<file path="src/rtl/bus_drive_arbiter.sv">
// Round-robin arbiter for one tristate bus with break-before-make '244 enables.
// Define BUSARB_TIMEOUT_EN to force a release after MAXHOLD cycles when others wait.
module bus_drive_arbiter #(
    parameter int N       = 4,
    parameter int DEAD    = 1,
    parameter int MAXHOLD = 16,
    parameter int CW      = 5
) (
    input  logic         clk,
    input  logic         rst,
    input  logic [N-1:0] req,
    output logic [N-1:0] gnt,
    output logic [N-1:0] g_,
    output logic         busy
);

    localparam int PW = (N > 1) ? $clog2(N) : 1;
    localparam int DW = $clog2(DEAD + 1);

    if (2 ** CW <= MAXHOLD) begin : g_cw_check
        $error("CW too narrow to count to MAXHOLD");
    end

    typedef enum logic [1:0] {
        S_IDLE,
        S_GRANT,
        S_TURN
    } state_t;

    state_t        r_state;
    state_t        w_state_nxt;
    logic [PW-1:0] r_ptr;
    logic [PW-1:0] w_ptr_nxt;
    logic [PW-1:0] r_owner;
    logic [PW-1:0] w_owner_nxt;
    logic [PW-1:0] w_owner_inc;
    logic [PW-1:0] w_win;
    logic [DW-1:0] r_dcnt;
    logic [DW-1:0] w_dcnt_nxt;
    logic [N-1:0]  r_gnt;
    logic [N-1:0]  w_gnt_nxt;
    logic [N-1:0]  r_gn;
    logic          r_busy;
    logic [2*N-1:0] w_dbl;
    logic [N-1:0]  w_rot;
    logic [PW:0]   w_sum;
    logic          w_found;
    logic          w_release;
`ifdef BUSARB_TIMEOUT_EN
    logic [CW-1:0] r_hold;
    logic [CW-1:0] w_hold_nxt;
`endif

    // Rotate req so bit i is requester (ptr+i) mod N; first set bit wins.
    always_comb begin
        w_dbl   = {req, req} >> r_ptr;
        w_rot   = w_dbl[N-1:0];
        w_found = 1'b0;
        w_win   = '0;
        w_sum   = '0;
        for (int i = 0; i < N; i++) begin
            w_sum = {1'b0, r_ptr} + (PW+1)'(i);
            if (w_sum >= (PW+1)'(N)) begin
                w_sum = w_sum - (PW+1)'(N);
            end
            if (!w_found && w_rot[i]) begin
                w_found = 1'b1;
                w_win   = w_sum[PW-1:0];
            end
        end
    end

    always_comb begin
        w_owner_inc = (r_owner == PW'(N - 1)) ? '0 : r_owner + PW'(1);
        w_release   = !req[r_owner];
`ifdef BUSARB_TIMEOUT_EN
        if ((r_hold == CW'(MAXHOLD)) && (|(req & ~r_gnt))) begin
            w_release = 1'b1;
        end
`endif
    end

    always_comb begin
        w_state_nxt = r_state;
        w_ptr_nxt   = r_ptr;
        w_owner_nxt = r_owner;
        w_dcnt_nxt  = r_dcnt;
        w_gnt_nxt   = r_gnt;
`ifdef BUSARB_TIMEOUT_EN
        w_hold_nxt  = r_hold;
`endif
        unique case (r_state)
            S_IDLE: begin
                w_gnt_nxt = '0;
                if (w_found) begin
                    w_state_nxt = S_GRANT;
                    w_owner_nxt = w_win;
                    w_gnt_nxt   = N'(1) << w_win;
`ifdef BUSARB_TIMEOUT_EN
                    w_hold_nxt  = CW'(1);
`endif
                end
            end
            S_GRANT: begin
                if (w_release) begin
                    w_state_nxt = S_TURN;
                    w_gnt_nxt   = '0;
                    w_ptr_nxt   = w_owner_inc;
                    w_dcnt_nxt  = '0;
                end
`ifdef BUSARB_TIMEOUT_EN
                else if (r_hold != '1) begin
                    w_hold_nxt = r_hold + CW'(1);
                end
`endif
            end
            S_TURN: begin
                w_gnt_nxt = '0;
                if (r_dcnt == DW'(DEAD - 1)) begin
                    w_state_nxt = S_IDLE;
                end else begin
                    w_dcnt_nxt = r_dcnt + DW'(1);
                end
            end
            default: begin
                w_state_nxt = S_IDLE;
                w_gnt_nxt   = '0;
            end
        endcase
    end

    always_ff @(posedge clk) begin
        if (rst) begin
            r_state <= S_IDLE;
            r_ptr   <= '0;
            r_owner <= '0;
            r_dcnt  <= '0;
            r_gnt   <= '0;
            r_gn    <= '1;
            r_busy  <= 1'b0;
`ifdef BUSARB_TIMEOUT_EN
            r_hold  <= '0;
`endif
        end else begin
            r_state <= w_state_nxt;
            r_ptr   <= w_ptr_nxt;
            r_owner <= w_owner_nxt;
            r_dcnt  <= w_dcnt_nxt;
            r_gnt   <= w_gnt_nxt;
            r_gn    <= ~w_gnt_nxt;
            r_busy  <= (w_state_nxt != S_IDLE);
`ifdef BUSARB_TIMEOUT_EN
            r_hold  <= w_hold_nxt;
`endif
        end
    end

    assign gnt  = r_gnt;
    assign g_   = r_gn;
    assign busy = r_busy;

endmodule

</file>
<file path="config.mk">
export PLATFORM = sky130hd
export DESIGN_NAME = bus_drive_arbiter
export DESIGN_NICKNAME = d
export VERILOG_FILES = /design/src/rtl/bus_drive_arbiter.sv
export SDC_FILE = /design/constraint.sdc
export NUM_CORES = 1
export LEC_CHECK = 0
export ABC_CLOCK_PERIOD_IN_PS = 2000
export CORE_MARGIN = 3
export CORE_UTILIZATION = 47
export DETAILED_ROUTE_END_ITERATION = 10
export HOLD_SLACK_MARGIN = 0.1
export MAX_ROUTING_LAYER = met4
export PLACE_DENSITY = 0.75
export SLEW_MARGIN = 5
export SYNTH_ARGS = -nofsm -noshare
export SYNTH_HDL_FRONTEND = slang
export SYNTH_SLANG_ARGS = --single-unit
</file>
<file path="constraint.sdc">
create_clock -name clk -period 2 [get_ports clk]
set_input_delay 0.6 -clock clk [delete_from_list [all_inputs] [get_ports clk]]
set_output_delay 0.6 -clock clk [all_outputs]
set_load 0.05 [all_outputs]
</file>
==> reports/metrics.yaml <==
pwr:
  total_power_w: 0.0007375
  powerDensity_nw_per_um2: 825.5
  power.leakage_nw: 0.3281
  irDropWorstVdd_v: 0.0005666
timing:
  clock_skew_ps: 0.6558
  peak_freq_ghz: 0.5158
  final.period_utilization_pct: 96.94
  max_slew.worst_pin.slew_ps: 316.3
  max_slew_margin_pct: 78.65
  final_period_minus_worst_setup_slack_ps: 1939
  number_of_hold_violations_in_the_final_report: 0
  final.setup.worst_slack_ps: 61.18
  maxSlewViolCount: 0
  setup_repair_after_global_routing_missed_its_margin: "false"
  setup_viol: 0
yosys:
  synth.avg_cell_area_um2: 10.46
  synthesis.instances: 64
  netlist-cell-type-count: 29
  synth_seq_area_share_pct: 44.86
  yosysWarnings: 0
  net_count_after_synthesis: 71
  syn_area_um2: 669.4
  synth.ff_latch_count: 15
floorplanning:
  initial_utilization_pct: 55.04
  core-area_um2: 1216
  floorplan.die.width_um: 43.74
  die_height_um: 43.74
  rows: 12
  number_of_top_level_pins: 15
  die_area_um2: 1913
hold_path:
  min_delay_worst_type: "flip-flop to flip-flop"
  whs_path_depth: 1
global_routing:
  grt_max_degree: 11
  track_usage_pct: 17.63
  antenna_found_initial: 0
  number_of_global_route_vias_before_repair: 562
  grt_pass1_wl_um: 2408
  grt_overflow_total: 0
run_status:
  status: "finished clean"
placed_design:
  placed_cells: 96
  gp_routability_congestion: 0.8194
  buffer_ports.inserted: 14
  pre_cts_ws_ps: -267.4
  dp.final_hpwl_um: 1104
layout:
  most-common-layout-cells: "15 x dfxtp_1, 14 x buf_4, 6 x a21oi_1"
  layout.cells.non_filler: 100
  syn_to_final_growth_pct: 33.46
  filler_instances: 94
  drive_above_1_share_pct: 34.88
  insertedDiodeCount: 0
  finalNetCount: 94
  final_common_cell: "dfxtp_1"
route:
  num_vias: 610
  starting_drt_drc_count: 12
  detail_route.first_pass.iterations: 4
  vias_per_cell: 6.100
  wl_um: 1519
  detail-route-antenna-nets: 0
  drc: 0
  wl_per_cell_um: 15.19
flow_run:
  cap_violations: 0
critical_path:
  critical_path_arrival_ps: 2130
  worst_r2r_path_depth: 4
  cp-start-kind: "input port"
  critical_path.endpoint_type: "flip-flop"
  timing.critical_path.fanout_max: 8
  cp_data_required_time_ps: 2190
  crit_type: "input port to flip-flop"
clock_tree:
  ctsLongestPathBuffers: 2
  cts_root_buf: "clkbuf_4"
  count_of_instances_resized_after_the_clock_tree_is_built: 0
  htree_num_levels: 1
  post-cts-setup-buffers: 0
  path_clk_slew_ps: 100
  cts_inserted_buffers: 3
  tritoncts: "built"
  clock_latency_ps: 290
  cts-hold-fix-buffers: 0
  cts_sinks: 15
## report_power, final
part / internal [W] / total [W] / switching (W) / leakage [nW]
clock network: 0.0000762 / 0.000185 / 0.000109 / 0.0139
registers: 0.000323 / 0.000341 / 0.0000184 / 0.123
logic: 0.0000844 / 0.000211 / 0.000127 / 0.191
## final timing paths
kind,end,slack (ps),startpoint
setup / recovery,gnt[0]$_SDFF_PP0_,60,req[2]
hold / removal,g_[2]$_SDFF_PP1_,470,gnt[2]$_SDFF_PP0_
setup reg to reg,gnt[0]$_SDFF_PP0_,480,r_owner[0]$_SDFFE_PP0P_
hold reg to reg,g_[2]$_SDFF_PP1_,470,gnt[2]$_SDFF_PP0_
## kinds of logic (layout without fill, tap and decap cells)
group	count (synthesis)	after routing	share of synthesized area, %
adders and majority gates	1	1	1.869
muxes	1	1	3.364
AOI/OAI and AO/OA	22	22	25.23
and+or+nand+nor	23	23	23.37
DFF	15	15	44.86
buffers and inverters	2	24	1.307
## state kept, by name, indices dropped and copies added, names as in the netlist
signal and cells:
g_ 4, r_owner 2, r_ptr 2, gnt 4, r_state 2, busy 1
## layer usage
layer | up-vias | global-route usage [%] | part of all wire (%) | routed length [um]
li1 | 296 | - | - | -
met1 | 292 | 21.52 | 48 | 727
met2 | 20 | 26.16 | 46 | 694
met3 | 2 | 7.469 | 5.8 | 88
met4 | 0 | 5.422 | 0.59 | 9
met5 | - | - | 0 | 0
## synth_stat cells
cell       number  area (um^2)
nor2_2          1        6.260
o31ai_1         1        7.510
nor4b_2         1        15.01
mux4_2          1        22.52
or3_4           1        11.26
a32oi_1         4        35.03
nor2_1          4        15.01
or2_2           1        6.260
nor4_2          1        12.51
nor2b_1         1        6.260
a21oi_1         6        30.03
ha_1            1        12.51
nand2b_1        1        6.260
buf_2           1        5.000
nand2_1         5        18.77
dfxtp_1        15        300.3
and2b_1         2        15.01
o21bai_1        1        7.510
o21ai_0         1        5.000
nor3_4          1        16.27
o31a_2          1        10.01
a32o_1          4        40.04
o311ai_0        1        8.760
nand3b_2        1        11.26
inv_1           1        3.750
a2111oi_2       1        15.01
o21ai_1         2        10.01
nor3_1          2        10.01
and3_1          1        6.260
## through the flow
step	TNS [ps]	instance area (um^2)	utilization, %	hold slack (ps)
3_3_place_gp	-1871	837.1	68.83	454.6
5_1_grt	0	893.4	73.46	502.4
4_1_cts	0	867.1	71.30	470.9
6_report	0	893.4	73.46	472.0
3_5_place_dp	-2091	837.1	68.83	458.0
2_1_floorplan	0	669.4	-	458.1
## final cells by class
type / count / area [um^2] / area share, %
inverter: 1 / 3.754 / 0.4202
timing repair buffer: 19 / 155.1 / 17.37
multi-input combinational: 47 / 386.6 / 43.28
clock buffer: 3 / 22.52 / 2.521
clock inverter: 1 / 7.507 / 0.8403
tap: 14 / 17.52 / 1.961
sequential: 15 / 300.3 / 33.61
## critical path, cell delays in order
cell             delay (ps)
clkdlybuf4s50_1         520
mux4_2                  590
nand3b_2                130
nor2_2                   80
a32o_1                  210
Power figures use the tool's default switching activity.
